$ cat config.mk
export PLATFORM = sky130hd
export DESIGN_NAME = feature_deserializer
export DESIGN_NICKNAME = d
export VERILOG_FILES = /design/src/rtl/feature_deserializer_pkg.sv /design/src/rtl/feature_frame_slot.sv /design/src/rtl/feature_deserializer.sv
export SDC_FILE = /design/constraint.sdc
export NUM_CORES = 1
export LEC_CHECK = 0
export CORE_AREA = 2 2 281 283
export CTS_CLUSTER_SIZE = 40
export DETAILED_ROUTE_END_ITERATION = 10
export DIE_AREA = 0 0 283 285
export MAX_ROUTING_LAYER = met4
export PLACE_DENSITY_LB_ADDON = 0.1
export SLEW_MARGIN = 10
export SYNTH_ARGS = -nofsm -noshare
export SYNTH_HDL_FRONTEND = slang
export SYNTH_SLANG_ARGS = --single-unit
$ cat constraint.sdc
create_clock -name clk -period 7.2 [get_ports clk]
set_input_delay 1.08 -clock clk [delete_from_list [all_inputs] [get_ports clk]]
set_output_delay 1.08 -clock clk [all_outputs]
set_load 0.01 [all_outputs]
$ cat src/rtl/feature_deserializer_pkg.sv
// Shared constants and FSM state type for the feature deserializer.
// Frame geometry: channels per frame, bits per channel, lanes per beat.
package feature_deserializer_pkg;

  localparam int TOTAL_NUM_CHANNEL = 214;
  localparam int CHANNEL_WIDTH = 2;
  localparam int FEAT_LANES = 4;
  localparam int BEATS =
    (TOTAL_NUM_CHANNEL + FEAT_LANES - 1) / FEAT_LANES;

  typedef enum logic [1:0] {
    COLLECT = 2'd0,
    FULL    = 2'd1,
    DROP    = 2'd2
  } fd_state_t;

endpackage

$ cat src/rtl/feature_frame_slot.sv
// Output holding register with valid/ready handshake.
// Ports: load/load_data fill the slot; valid/data/ready face the core.
module feature_frame_slot
  import feature_deserializer_pkg::*;
#(
  parameter int W = TOTAL_NUM_CHANNEL * CHANNEL_WIDTH
) (
  input  logic         clk,
  input  logic         rst,
  input  logic         load,
  input  logic [W-1:0] load_data,
  input  logic         ready,
  output logic         valid,
  output logic [W-1:0] data
);

  logic         valid_q, valid_d;
  logic [W-1:0] data_q, data_d;

  // A load in the same cycle as an accept keeps valid high.
  always_comb begin
    valid_d = valid_q;
    data_d  = data_q;
    if (valid_q && ready) valid_d = 1'b0;
    if (load) begin
      valid_d = 1'b1;
      data_d  = load_data;
    end
  end

  always_ff @(posedge clk or negedge rst) begin
    if (!rst) begin
      valid_q <= 1'b0;
      data_q  <= '0;
    end else begin
      valid_q <= valid_d;
      data_q  <= data_d;
    end
  end

  assign valid = valid_q;
  assign data  = data_q;

endmodule

$ cat src/rtl/feature_deserializer.sv
// Assembles FEAT_LANES-wide feature beats into one frame for the core.
// Ports: sin_* stream in, fin_*/features_top frame out, frame_err/err_count.
module feature_deserializer #(
  parameter int TOTAL_NUM_CHANNEL =
    feature_deserializer_pkg::TOTAL_NUM_CHANNEL,
  parameter int CHANNEL_WIDTH =
    feature_deserializer_pkg::CHANNEL_WIDTH,
  parameter int FEAT_LANES =
    feature_deserializer_pkg::FEAT_LANES
) (
  input  logic clk,
  input  logic rst,
  input  logic sin_valid,
  output logic sin_ready,
  input  logic [FEAT_LANES*CHANNEL_WIDTH-1:0] sin_data,
  input  logic sin_last,
  output logic fin_valid,
  input  logic fin_ready,
  output logic [TOTAL_NUM_CHANNEL*CHANNEL_WIDTH-1:0] features_top,
  output logic frame_err,
  output logic [7:0] err_count
);

  import feature_deserializer_pkg::*;

  localparam int NBEATS =
    (TOTAL_NUM_CHANNEL + FEAT_LANES - 1) / FEAT_LANES;
  localparam int CNT_W = (NBEATS > 1) ? $clog2(NBEATS) : 1;
  localparam int FW = TOTAL_NUM_CHANNEL * CHANNEL_WIDTH;
  localparam logic [CNT_W-1:0] LAST_BEAT = CNT_W'(NBEATS - 1);

  fd_state_t        state_q, state_d;
  logic [CNT_W-1:0] cnt_q, cnt_d;
  logic [FW-1:0]    asm_q, asm_d;
  logic             err_q, err_d;
  logic [7:0]       err_cnt_q, err_cnt_d;

  logic accept;
  logic slot_load;
  logic slot_valid;

  // Held low during reset so nothing is taken before the FSM runs.
  assign sin_ready = rst && (state_q != FULL);
  assign accept    = sin_valid && sin_ready;
  assign slot_load = (state_q == FULL) && (!slot_valid || fin_ready);

  always_comb begin
    state_d = state_q;
    cnt_d   = cnt_q;
    err_d   = 1'b0;
    case (state_q)
      COLLECT: begin
        if (accept) begin
          if (cnt_q == LAST_BEAT) begin
            cnt_d   = '0;
            state_d = sin_last ? FULL : DROP;
            err_d   = !sin_last;
          end else if (sin_last) begin
            cnt_d = '0;
            err_d = 1'b1;
          end else begin
            cnt_d = cnt_q + 1'b1;
          end
        end
      end
      DROP: begin
        if (accept && sin_last) state_d = COLLECT;
      end
      FULL: begin
        if (slot_load) state_d = COLLECT;
      end
      default: state_d = COLLECT;
    endcase
  end

  always_comb begin
    err_cnt_d = err_cnt_q;
    if (err_d && (err_cnt_q != 8'hFF)) err_cnt_d = err_cnt_q + 8'd1;
  end

  // Channel 0 lives at the MSBs; lanes past the last channel are dropped.
  always_comb begin
    asm_d = asm_q;
    if (accept && (state_q == COLLECT)) begin
      for (int j = 0; j < FEAT_LANES; j++) begin
        if (int'(cnt_q) * FEAT_LANES + j < TOTAL_NUM_CHANNEL) begin
          asm_d[(TOTAL_NUM_CHANNEL - 1 - (int'(cnt_q) * FEAT_LANES + j))
                * CHANNEL_WIDTH +: CHANNEL_WIDTH] =
            sin_data[j*CHANNEL_WIDTH +: CHANNEL_WIDTH];
        end
      end
    end
  end

  always_ff @(posedge clk or negedge rst) begin
    if (!rst) begin
      state_q   <= COLLECT;
      cnt_q     <= '0;
      asm_q     <= '0;
      err_q     <= 1'b0;
      err_cnt_q <= 8'd0;
    end else begin
      state_q   <= state_d;
      cnt_q     <= cnt_d;
      asm_q     <= asm_d;
      err_q     <= err_d;
      err_cnt_q <= err_cnt_d;
    end
  end

  feature_frame_slot #(
    .W(FW)
  ) u_slot (
    .clk       (clk),
    .rst       (rst),
    .load      (slot_load),
    .load_data (asm_q),
    .ready     (fin_ready),
    .valid     (slot_valid),
    .data      (features_top)
  );

  assign fin_valid = slot_valid;
  assign frame_err = err_q;
  assign err_count = err_cnt_q;

endmodule

==> results of run 1 <==
==> kinds of logic (layout without fill, tap and decap cells) <==
kind of cell / count (synthesis) / count (layout) / synth area share, %
and+or+nand+nor: 366 / 366 / 5.381
adders and majority gates: 14 / 14 / 0.5046
buffers and inverters: 136 / 669 / 1.535
AOI/OAI and AO/OA: 61 / 61 / 1.197
other: 0 / 6 / 0
xor gates and xnor gates: 20 / 20 / 0.5478
muxes: 858 / 858 / 27.83
DFF: 874 / 874 / 63.00
==> how the worst min path moves through the flow <==
stage / startpoint / end / slack [ns] / cells past startpoint
finish: rst / u_slot.data[21] / 0.34 / 1
global route: rst / u_slot.data[21] / 0.37 / 1
CTS: rst / u_slot.data[21] / 0.35 / 1
floorplan: state_q[0] / state_q[1] / 0.45 / 1
detailed placement: asm_q[418] / u_slot.data[418] / 0.49 / 1
global placement: err_count[5] / err_count[5] / 0.48 / 1
==> flip-flops by register name (all words and copies together) (netlist names) <==
signal        count
u_slot.valid      1
err_count         8
asm_q           428
u_slot.data     428
cnt_q             6
state_q           2
frame_err         1
==> layout make-up <==
type	count	area, sq um	area share, %
Sequential cell	874	21870	50.12
Multi-Input combinational cell	1319	12370	28.34
Timing Repair Buffer	488	4830	11.07
Clock buffer	136	2773	6.353
Tap cell	1050	1314	3.010
Clock inverter	35	434.2	0.9949
Inverter	10	37.54	0.08601
Antenna cell	6	15.01	0.03440
==> worst register-to-register path: stages (launching register included) <==
cell	delay [ns]
dfrtp_1	0.74
ha_1	0.68
nor2b_1	0.32
nand2_1	0.09
o21ai_0	0.27
nand4_1	0.22
inv_1	0.09
ha_1	0.32
and4bb_1	0.29
nand4b_1	0.15
a211oi_4	0.29
nand4_2	0.36
or4_1	0.70
mux2_2	0.30
==> metal layers <==
metal | track usage [%] | vias up
met5 | - | -
met1 | 30.56 | 10990
li1 | - | 9244
met4 | 6.556 | 0
met2 | 42.32 | 439
met3 | 4.656 | 120
==> metrics by stage <==
step	hold slack [ns]	util, %	total power, mW
4_1_cts	0.3521	55.95	11.00
2_1_floorplan	0.4481	-	5.610
3_3_place_gp	0.4788	51.84	6.025
5_1_grt	0.3693	55.97	11.29
6_report	0.3372	55.97	10.87
3_5_place_dp	0.4874	51.84	6.048
==> cells in the final DEF (no fill, tap or decap), types with 6 or more instances in the layout <==
cell	n
clkdlybuf4s50_1	444
dfrtp_1	874
diode_2	6
buf_2	6
nand2b_1	10
or2_2	6
nand3_1	29
o21ai_0	16
mux2_2	851
xnor2_1	15
bufinv_16	7
nor2b_1	11
and2_1	13
and3_1	8
clkbuf_8	22
buf_4	32
or3_1	8
nor4_1	10
clkbuf_1	18
nor2_1	87
inv_1	10
ha_1	14
nand2_1	71
nand4_1	27
nor3_1	55
clkbuf_16	96
a21oi_1	9
clkinv_2	17
==> power groups by stage <==
stage	Sequential [mW]	Combinational, mW	Clock [mW]
after floorplan	5.23	0.382	0
after global placement	5.27	0.757	0
after detailed placement	5.28	0.773	0
after CTS	5.19	0.775	5.04
after global routing	5.20	0.828	5.26
final	5.19	0.761	4.92
==> synth_stat cells (3+ instances only) <==
| library cell | number | area [sq um] |
|---|---|---|
| or4_1 | 4 | 30.03 |
| a21o_1 | 5 | 37.54 |
| inv_1 | 10 | 37.54 |
| mux2i_1 | 5 | 50.05 |
| o211ai_1 | 3 | 22.52 |
| nand2b_1 | 10 | 62.56 |
| nor3_1 | 57 | 285.3 |
| or3_1 | 8 | 50.05 |
| a21oi_1 | 9 | 45.04 |
| xnor2_1 | 15 | 131.4 |
| o22ai_1 | 3 | 18.77 |
| o31ai_1 | 3 | 22.52 |
| nand3_1 | 29 | 145.1 |
| a211oi_1 | 3 | 22.52 |
| buf_2 | 14 | 70.07 |
| xor2_1 | 3 | 26.28 |
| dfrtp_1 | 874 | 21870 |
| nor4bb_1 | 4 | 40.04 |
| nand4_1 | 27 | 168.9 |
| and3_1 | 8 | 50.05 |
| nor2b_1 | 12 | 75.07 |
| ha_1 | 14 | 175.2 |
| mux2_2 | 851 | 9583 |
| nor2_1 | 87 | 326.6 |
| o21ai_0 | 16 | 80.08 |
| or2_2 | 6 | 37.54 |
| and2_1 | 13 | 81.33 |
| clkbuf_1 | 107 | 401.6 |
| nor4_1 | 11 | 68.82 |
| buf_1 | 3 | 11.26 |
| nand2_1 | 71 | 266.5 |
| nor2_2 | 4 | 25.02 |
==> out/metrics.yaml, run 1 <==
global_routing:
  antenna_found_initial: 4
  grt_pass1_wl_um: 147200
  track_usage_pct: 24.88
  grt_pass1_vias: 22400
  grt-ovfl-total: 0
  grt_max_degree: 182
worst_setup_path:
  crit_cells: 13
  timing.rr.end: "asm_q[176]"
  required_ns: 7.72
  worst_setup_path_start_kind: "register"
  rrSetupSlack_ns: 2.25
  startpoint: "cnt_q[2]"
  critPathCaptureType: "register"
  cp_cell_sequence: "ha_1 > nor2b_1 > nand2_1 > o21ai_0 > nand4_1 > inv_1 > ha_1 > and4bb_1 > nand4b_1 > a211oi_4 > nand4_2 > or4_1 > mux2_2"
  cpLargestDelayFamily: "simple AND/OR/NAND/NOR gates"
  arrival_ns: 5.46
  cp_slowest_cell: "dfrtp_1"
  crit_end: "asm_q[176]"
  critPathMaxStageDelay_ns: 0.74
  r2r_cells: 13
  r2r-start: "cnt_q[2]"
  worst-setup-path-type: "reg2reg"
  cp_num_buf_inv: 1
  path_common_cell: "ha_1"
  worstPathMaxFanout: 20
synthesis:
  synth_nets: 2356
  synthArstFlopShare_pct: 100.0
  ys_ff_latch: 874
  synth_ff_type: "dfrtp_1"
  syn_area_per_cell_sq_um: 14.91
  syn_inst: 2329
  ys_seq_area_share_pct: 63.00
  syn-cell-area_sq_um: 34720
  synth_enable_flop_cells: 0
  yosysWarningCount: 0
  ys_types: 62
placed_design:
  place_area_sq_um: 40420
  gp_congestion: 0.8607
  place_ws_ns: 2.301
  hpwlAfterDp_um: 66830
  portBuffers: 451
  dp.cells: 3741
sta:
  setup_viol: 0
  drv_slew: 0
  clock_skew_ns: 0.02348
  period_needed_ns: 4.945
  setup_ws_ns: 2.255
  clock.fmax_mhz: 202.2
  worst_pin_slew_ns: 1.343
  setup-tns-final_ns: 0
  min_period_over_period_pct: 68.69
  relSlewSlack_pct: 10.49
  rsz0062_at_grt: "no"
  hold_viol_final: 0
drt:
  drc_errors: 0
  routed_wl_um: 97510
  m1WireLength_um: 40710
  viasPerCell: 5.308
  ant_nets: 0
  met2_length_um: 50030
  drt_iter0_markers: 1087
  drt-pass1-iter-count: 5
  wl_per_cell_um: 24.89
  wl_met3_um: 4653
  top_layer_used: "met4"
  vias: 20800
power:
  pwr-share-clk_pct: 45.3
  p_leak_nw: 20.84
  pwr-share-seq_pct: 47.7
  p_int_mw: 8.244
  p_sw_share_pct: 24.17
  ir_drop_uv: 165.1
  switchingPower_mw: 2.628
  power_frac_comb_pct: 7.0
  power_density_nw_per_um2: 249.1
die:
  initial_utilization_pct: 44.53
  die_h_um: 285
  die_w_um: 283
  die_area_sq_um: 80660
  ioPinCount: 452
  rows: 103
  core_area_sq_um: 77970
cells_and_area:
  syn_to_final_growth_pct: 25.71
  drive_gt1_share_pct: 37.70
  finish.instance_area_sq_um: 43640
  final_cells: 3918
  fill_cells: 6368
  fin_nets: 2814
clocking:
  post_cts_resized: 0
  ctsHoldBuffers: 0
  htree_levels: 3
  cts-buffers-inserted: 94
  cts_tree: "yes"
  insertion_delay_ns: 0.65
  clk_pin_slew_worst_paths_ns: 0.06
  cts-root-buf: "clkbuf_16"
  clock-sinks: 874
  cts.path.max_buffers: 3
  cts_setup_buffers: 0
status:
  status: "finished clean"
flow_run:
  max-cap-violations: 0
hold_path:
  hp-class: "in2async"
Power figures use the tool's default switching activity.
==> run 2, diff against run 1 <==
==> constraint.sdc (replaced) <==
create_clock -name clk -period 5.11 [get_ports clk]
set_input_delay 0.7665 -clock clk [delete_from_list [all_inputs] [get_ports clk]]
set_output_delay 0.7665 -clock clk [all_outputs]
set_load 0.01 [all_outputs]
==> run 2 against run 1 <==
  * Clock power increased by 42%
  * Sequential cell count unchanged
  * Utilization increased by 0.24 points
==> out/metrics.yaml, run 2 (synthesis results as in run 1) <==
sta:
  min_period_over_period_pct: 91.77
  period_needed_ns: 4.689
  setup_viol: 0
  rsz0062_at_grt: "no"
  clock_skew_ns: 0.01756
  hold_viol_final: 0
  clock.fmax_mhz: 213.3
  relSlewSlack_pct: 15.50
  drv_slew: 0
  worst_pin_slew_ns: 1.267
  setup-tns-final_ns: 0
die:
  die_h_um: 285
  core_area_sq_um: 77970
  ioPinCount: 452
  rows: 103
  initial_utilization_pct: 44.53
  die_w_um: 283
  die_area_sq_um: 80660
flow_run:
  max-cap-violations: 0
cells_and_area:
  layout.area.seq_sq_um: 21870
  layout_commonest_cell: "dfrtp_1"
  multi_input_area_sq_um: 12360
  diodes: 0
  fill_cells: 6360
  drive_gt1_share_pct: 38.15
  final_cell_mix: "874 x dfrtp_1, 851 x mux2_2, 444 x clkdlybuf4s50_1"
  final_core_util_pct: 56.22
  fin_nets: 2834
  syn_to_final_growth_pct: 26.26
placed_design:
  hpwlAfterDp_um: 68190
  portBuffers: 451
  gp_congestion: 0.8563
drt:
  ant_nets: 0
  routed_wl_um: 97040
  drt-pass1-iter-count: 5
  vias: 20970
  viasPerCell: 5.329
  wl_per_cell_um: 24.66
  drt_iter0_markers: 1147
  drc_errors: 0
status:
  status: "finished clean"
worst_setup_path:
  worst-setup-path-type: "reg2reg"
  critPathMaxStageDelay_ns: 0.62
  worstPathMaxFanout: 15
  critPathCaptureType: "register"
  arrival_ns: 5.21
  required_ns: 5.63
  worst_setup_path_start_kind: "register"
  cp_cell_sequence: "ha_1 > or2_2 > o21ai_0 > nand4_1 > inv_1 > ha_1 > and4bb_1 > nand4b_1 > a211oi_4 > nand4_2 > nor4_1 > mux2_2"
  path_common_cell: "ha_1"
  cp_slowest_cell: "nor4_1"
clocking:
  clk_pin_slew_worst_paths_ns: 0.07
  cts_tree: "yes"
  post_cts_resized: 0
  cts-buffers-inserted: 92
  clock-sinks: 874
  cts.path.max_buffers: 3
  htree_levels: 3
  insertion_delay_ns: 0.65
  cts-root-buf: "clkbuf_16"
global_routing:
  grt_pass1_wl_um: 147500
  grt_max_degree: 199
  antenna_found_initial: 0
  track_usage_pct: 24.95
  grt-ovfl-total: 0
  grt_pass1_vias: 22520
power:
  power_density_nw_per_um2: 350.5
  p_leak_nw: 20.99
  ir_drop_uv: 236.4
hold_path:
  hp-class: "reg2reg"
-- run 2: cell count changes in the layout (fill, tap and decap cells not counted), moves of 3 or more --
| cell | before | now |
|---|---|---|
| diode_2 | 6 | 0 |
| clkinvlp_4 | 4 | 1 |
| buf_4 | 32 | 50 |
| buf_12 | 5 | 8 |
| clkbuf_16 | 96 | 93 |
| clkinv_2 | 17 | 22 |
-- run 2: timing repair --
item,in CTS,in global routing
endpoints found under the hold margin,21,0
buffers inserted,0,0
hold buffers,1,0
-- run 2: through the flow --
step                setup slack, ns  instances  hold WS, ns  cell area (sq um)  power (mW)
global route                0.08984       3936       0.5090              43830       15.97
global placement             0.5975       3762       0.4809              40600       8.498
CTS                          0.4820       3936       0.4841              43830       15.55
finish                       0.4207       3936       0.4954              43830       15.36
floorplan                     1.144       2329       0.4481              34720       7.905
detailed placement           0.5392       3762       0.4826              40600       8.527
-- run 2: per-layer routing --
| layer | global-route usage, % | vias up | share of wire (%) |
|---|---|---|---|
| met5 | - | - | 0 |
| met4 | 7.500 | 0 | 2.6 |
| met3 | 4.072 | 128 | 4.2 |
| met2 | 41.92 | 485 | 51 |
| met1 | 31.12 | 11100 | 42 |
| li1 | - | 9261 | - |
-- run 2: area by class of cell --
class / count / area share, %
Sequential cell: 874 / 49.90
Tap cell: 1050 / 2.997
Multi-Input combinational cell: 1319 / 28.19
Timing Repair Buffer: 510 / 11.49
Clock inverter: 40 / 1.162
Clock buffer: 133 / 6.177
Inverter: 10 / 0.08564
-- run 2: worst max-delay path, delay by kind of cell (launching register included) --
kind                     cells  cell delay [ns]
AND/OR/NAND/NOR              6             2.03
AO/OA/AOI/OAI                2             0.82
adder cells (fa/ha/maj)      2             0.68
flip-flops                   1             0.54
multiplexers                 1             0.39
buffers and inverters        1             0.09
-- run 2: final timing paths --
check	from	endpoint	slack, ns	cells after the start
max reg2reg	cnt_q[1]	asm_q[320]	0.42	12
max	cnt_q[1]	asm_q[320]	0.42	12
min in group asynchronous	rst	u_slot.data[20]	0.57	2
min	err_count[5]	err_count[5]	0.50	1
max in group asynchronous	rst	u_slot.data[227]	2.29	4
min reg2reg	err_count[5]	err_count[5]	0.50	1
-- run 2: power breakdown --
group | switching, mW | internal, mW | leakage [nW]
Combinational | 0.740 | 0.348 | 7.24
Clock | 2.82 | 4.16 | 1.60
Sequential | 0.145 | 7.15 | 12.1
Total | 3.70 | 11.7 | 21.0
==> run 3, diff against run 2 <==
--- a/config.mk
+++ b/config.mk
@@ -15,3 +15,4 @@
 export SYNTH_ARGS = -nofsm -noshare
 export SYNTH_HDL_FRONTEND = slang
 export SYNTH_SLANG_ARGS = --single-unit
+export TNS_END_PERCENT = 30
==> constraint.sdc (replaced) <==
create_clock -name clk -period 5.3 [get_ports clk]
set_input_delay 0.795 -clock clk [delete_from_list [all_inputs] [get_ports clk]]
set_output_delay 0.795 -clock clk [all_outputs]
set_load 0.01 [all_outputs]
==> run 3 against run 2 <==
  * Global-route usage grew 0.069 points
  * Total power shrank 5.8%
  * Via count is 0.25% lower
  * Clock-buffer cell count rose by 10
  * Sequential cell count unchanged
  * Setup slack better by 0.26 ns
  * Critical path depth did not move
  * Utilization shrank 0.37 points
  * Non-clock buffer count shrank 4
  * Largest cell class unchanged
  * Clock skew is 0.0010 ns higher
  * Final area shrank 0.65%
==> out/metrics.yaml, run 3 (synthesis results as in run 1) <==
sta:
  worst_pin_slew_ns: 1.253
  hold_viol_final: 0
  drv_slew: 0
  setup_viol: 0
  relSlewSlack_pct: 14.67
  setup_ws_ns: 0.6820
  min_period_over_period_pct: 87.13
  rsz0062_at_grt: "no"
  clock_skew_ns: 0.01856
  clock.fmax_mhz: 216.5
  setup-tns-final_ns: 0
  period_needed_ns: 4.618
global_routing:
  grt_pass1_vias: 22460
  grt-ovfl-total: 0
  grt_pass1_wl_um: 147400
  grt_max_degree: 168
  antenna_found_initial: 1
  track_usage_pct: 25.02
clocking:
  cts.path.max_buffers: 3
  cts_tree: "yes"
  clock-sinks: 874
  htree_levels: 3
  insertion_delay_ns: 0.64
  clk_pin_slew_worst_paths_ns: 0.06
  cts-buffers-inserted: 93
  cts-root-buf: "clkbuf_16"
  post_cts_resized: 0
placed_design:
  portBuffers: 451
  place_ws_ns: 0.7661
  gp_congestion: 0.8594
  hpwlAfterDp_um: 67840
drt:
  vias: 20920
  drt-pass1-iter-count: 5
  viasPerCell: 5.333
  drc_errors: 0
  drt_iter0_markers: 1322
  routed_wl_um: 97530
  wl_per_cell_um: 24.86
  ant_nets: 0
power:
  pwr-share-clk_pct: 44.1
  power_density_nw_per_um2: 332.5
  pwr-share-seq_pct: 48.6
  switchingPower_mw: 3.474
  ir_drop_uv: 212.7
  p_sw_share_pct: 24.00
  p_int_mw: 11.00
  power_frac_comb_pct: 7.3
  p_leak_nw: 20.83
hold_path:
  hold_start: "err_count[5]"
  hold_path_end: "err_count[5]"
  min_path_cells: 1
  hp-class: "reg2reg"
worst_setup_path:
  startpoint: "cnt_q[1]"
  arrival_ns: 5.13
  worst_setup_path_start_kind: "register"
  timing.rr.end: "asm_q[193]"
  r2r_cells: 12
  rrSetupSlack_ns: 0.68
  critPathMaxStageDelay_ns: 0.68
  cp_cell_sequence: "ha_1 > or2_2 > o21ai_0 > nand4_1 > inv_1 > ha_1 > and4bb_1 > nand4b_1 > a211oi_4 > nand4_2 > or4_1 > mux2_2"
  worstPathMaxFanout: 15
  path_common_cell: "ha_1"
  worst-setup-path-type: "reg2reg"
  cp_slowest_cell: "or4_1"
  critPathCaptureType: "register"
  required_ns: 5.81
  r2r-start: "cnt_q[1]"
die:
  die_area_sq_um: 80660
  rows: 103
  die_h_um: 285
  ioPinCount: 452
  initial_utilization_pct: 44.53
  core_area_sq_um: 77970
  die_w_um: 283
flow_run:
  max-cap-violations: 0
cells_and_area:
  diodes: 0
  fin_nets: 2831
  drive_gt1_share_pct: 37.56
  final_cell_mix: "874 x dfrtp_1, 851 x mux2_2, 444 x clkdlybuf4s50_1"
  layout_commonest_cell: "dfrtp_1"
  syn_to_final_growth_pct: 25.43
status:
  status: "finished clean"
run 3: cell types whose count changed in the layout (fill, tap and decap cells not counted), sizes merged:
cell      before  now
clkbuf       133  143
inv           15   13
buf           65   61
bufinv         9    4
clkinvlp       1    2
clkinv        25   12
run 3: timing repair:
item | in CTS | in global routing
buffers inserted | 0 | 0
hold buffers | 1 | 0
endpoints found under the hold margin | 1 | 0
setup endpoints to repair | 0 | 0
run 3: worst max-delay path by stage:
stage,end,slack (ns),depth (start not counted)
detailed placement,asm_q[184],0.77,12
floorplan,asm_q[168],1.33,13
global route,asm_q[296],0.49,12
finish,asm_q[193],0.68,12
global placement,asm_q[177],0.88,12
CTS,asm_q[313],0.73,12
run 3: area by class of cell:
class | count | area, sq um
Clock inverter | 21 | 244.0
Inverter | 10 | 37.54
Fill cell | 6383 | 34420
Multi-Input combinational cell | 1319 | 12360
Sequential cell | 874 | 21870
Timing Repair Buffer | 506 | 4955
Tap cell | 1050 | 1314
Clock buffer | 143 | 2766
run 3: stage by stage:
stage               instances  hold WS [ns]  power (mW)  utilization [%]  instance area, sq um
finish                   3923        0.4930       14.48            55.85                 43540
global route             3923        0.5106       15.02            55.85                 43540
CTS                      3923        0.4938       14.63            55.85                 43540
detailed placement       3758        0.4819       8.222            51.97                 40520
global placement         3758        0.4757       8.192            51.97                 40520
floorplan                2329        0.4481       7.621                -                 34720
run 3: routing by layer:
layer  GRT usage (%)  up-vias  share of wire (%)
met3           4.384      140                4.8
met5               -        -                  0
met2           41.24      539                 50
met1           31.23    11020                 42
li1                -     9227                  -
met4           8.697        0                3.2
run 3: power by group through the flow:
stage	sequential [mW]	combinational [mW]	clock, mW
after floorplan	7.10	0.519	0
after global placement	7.15	1.05	0
after detailed placement	7.16	1.07	0
after CTS	7.03	1.07	6.53
after global routing	7.06	1.14	6.82
final	7.04	1.06	6.39
run 3: worst max-delay path: cells and delay by family, from the launching register on:
kind / cells / cell delay [ns]
AND/OR/NAND/NOR: 6 / 2.11
adder cells (fa/ha/maj): 2 / 0.61
AO/OA/AOI/OAI: 2 / 0.81
buffers and inverters: 1 / 0.09
multiplexers: 1 / 0.30
flip-flops: 1 / 0.55
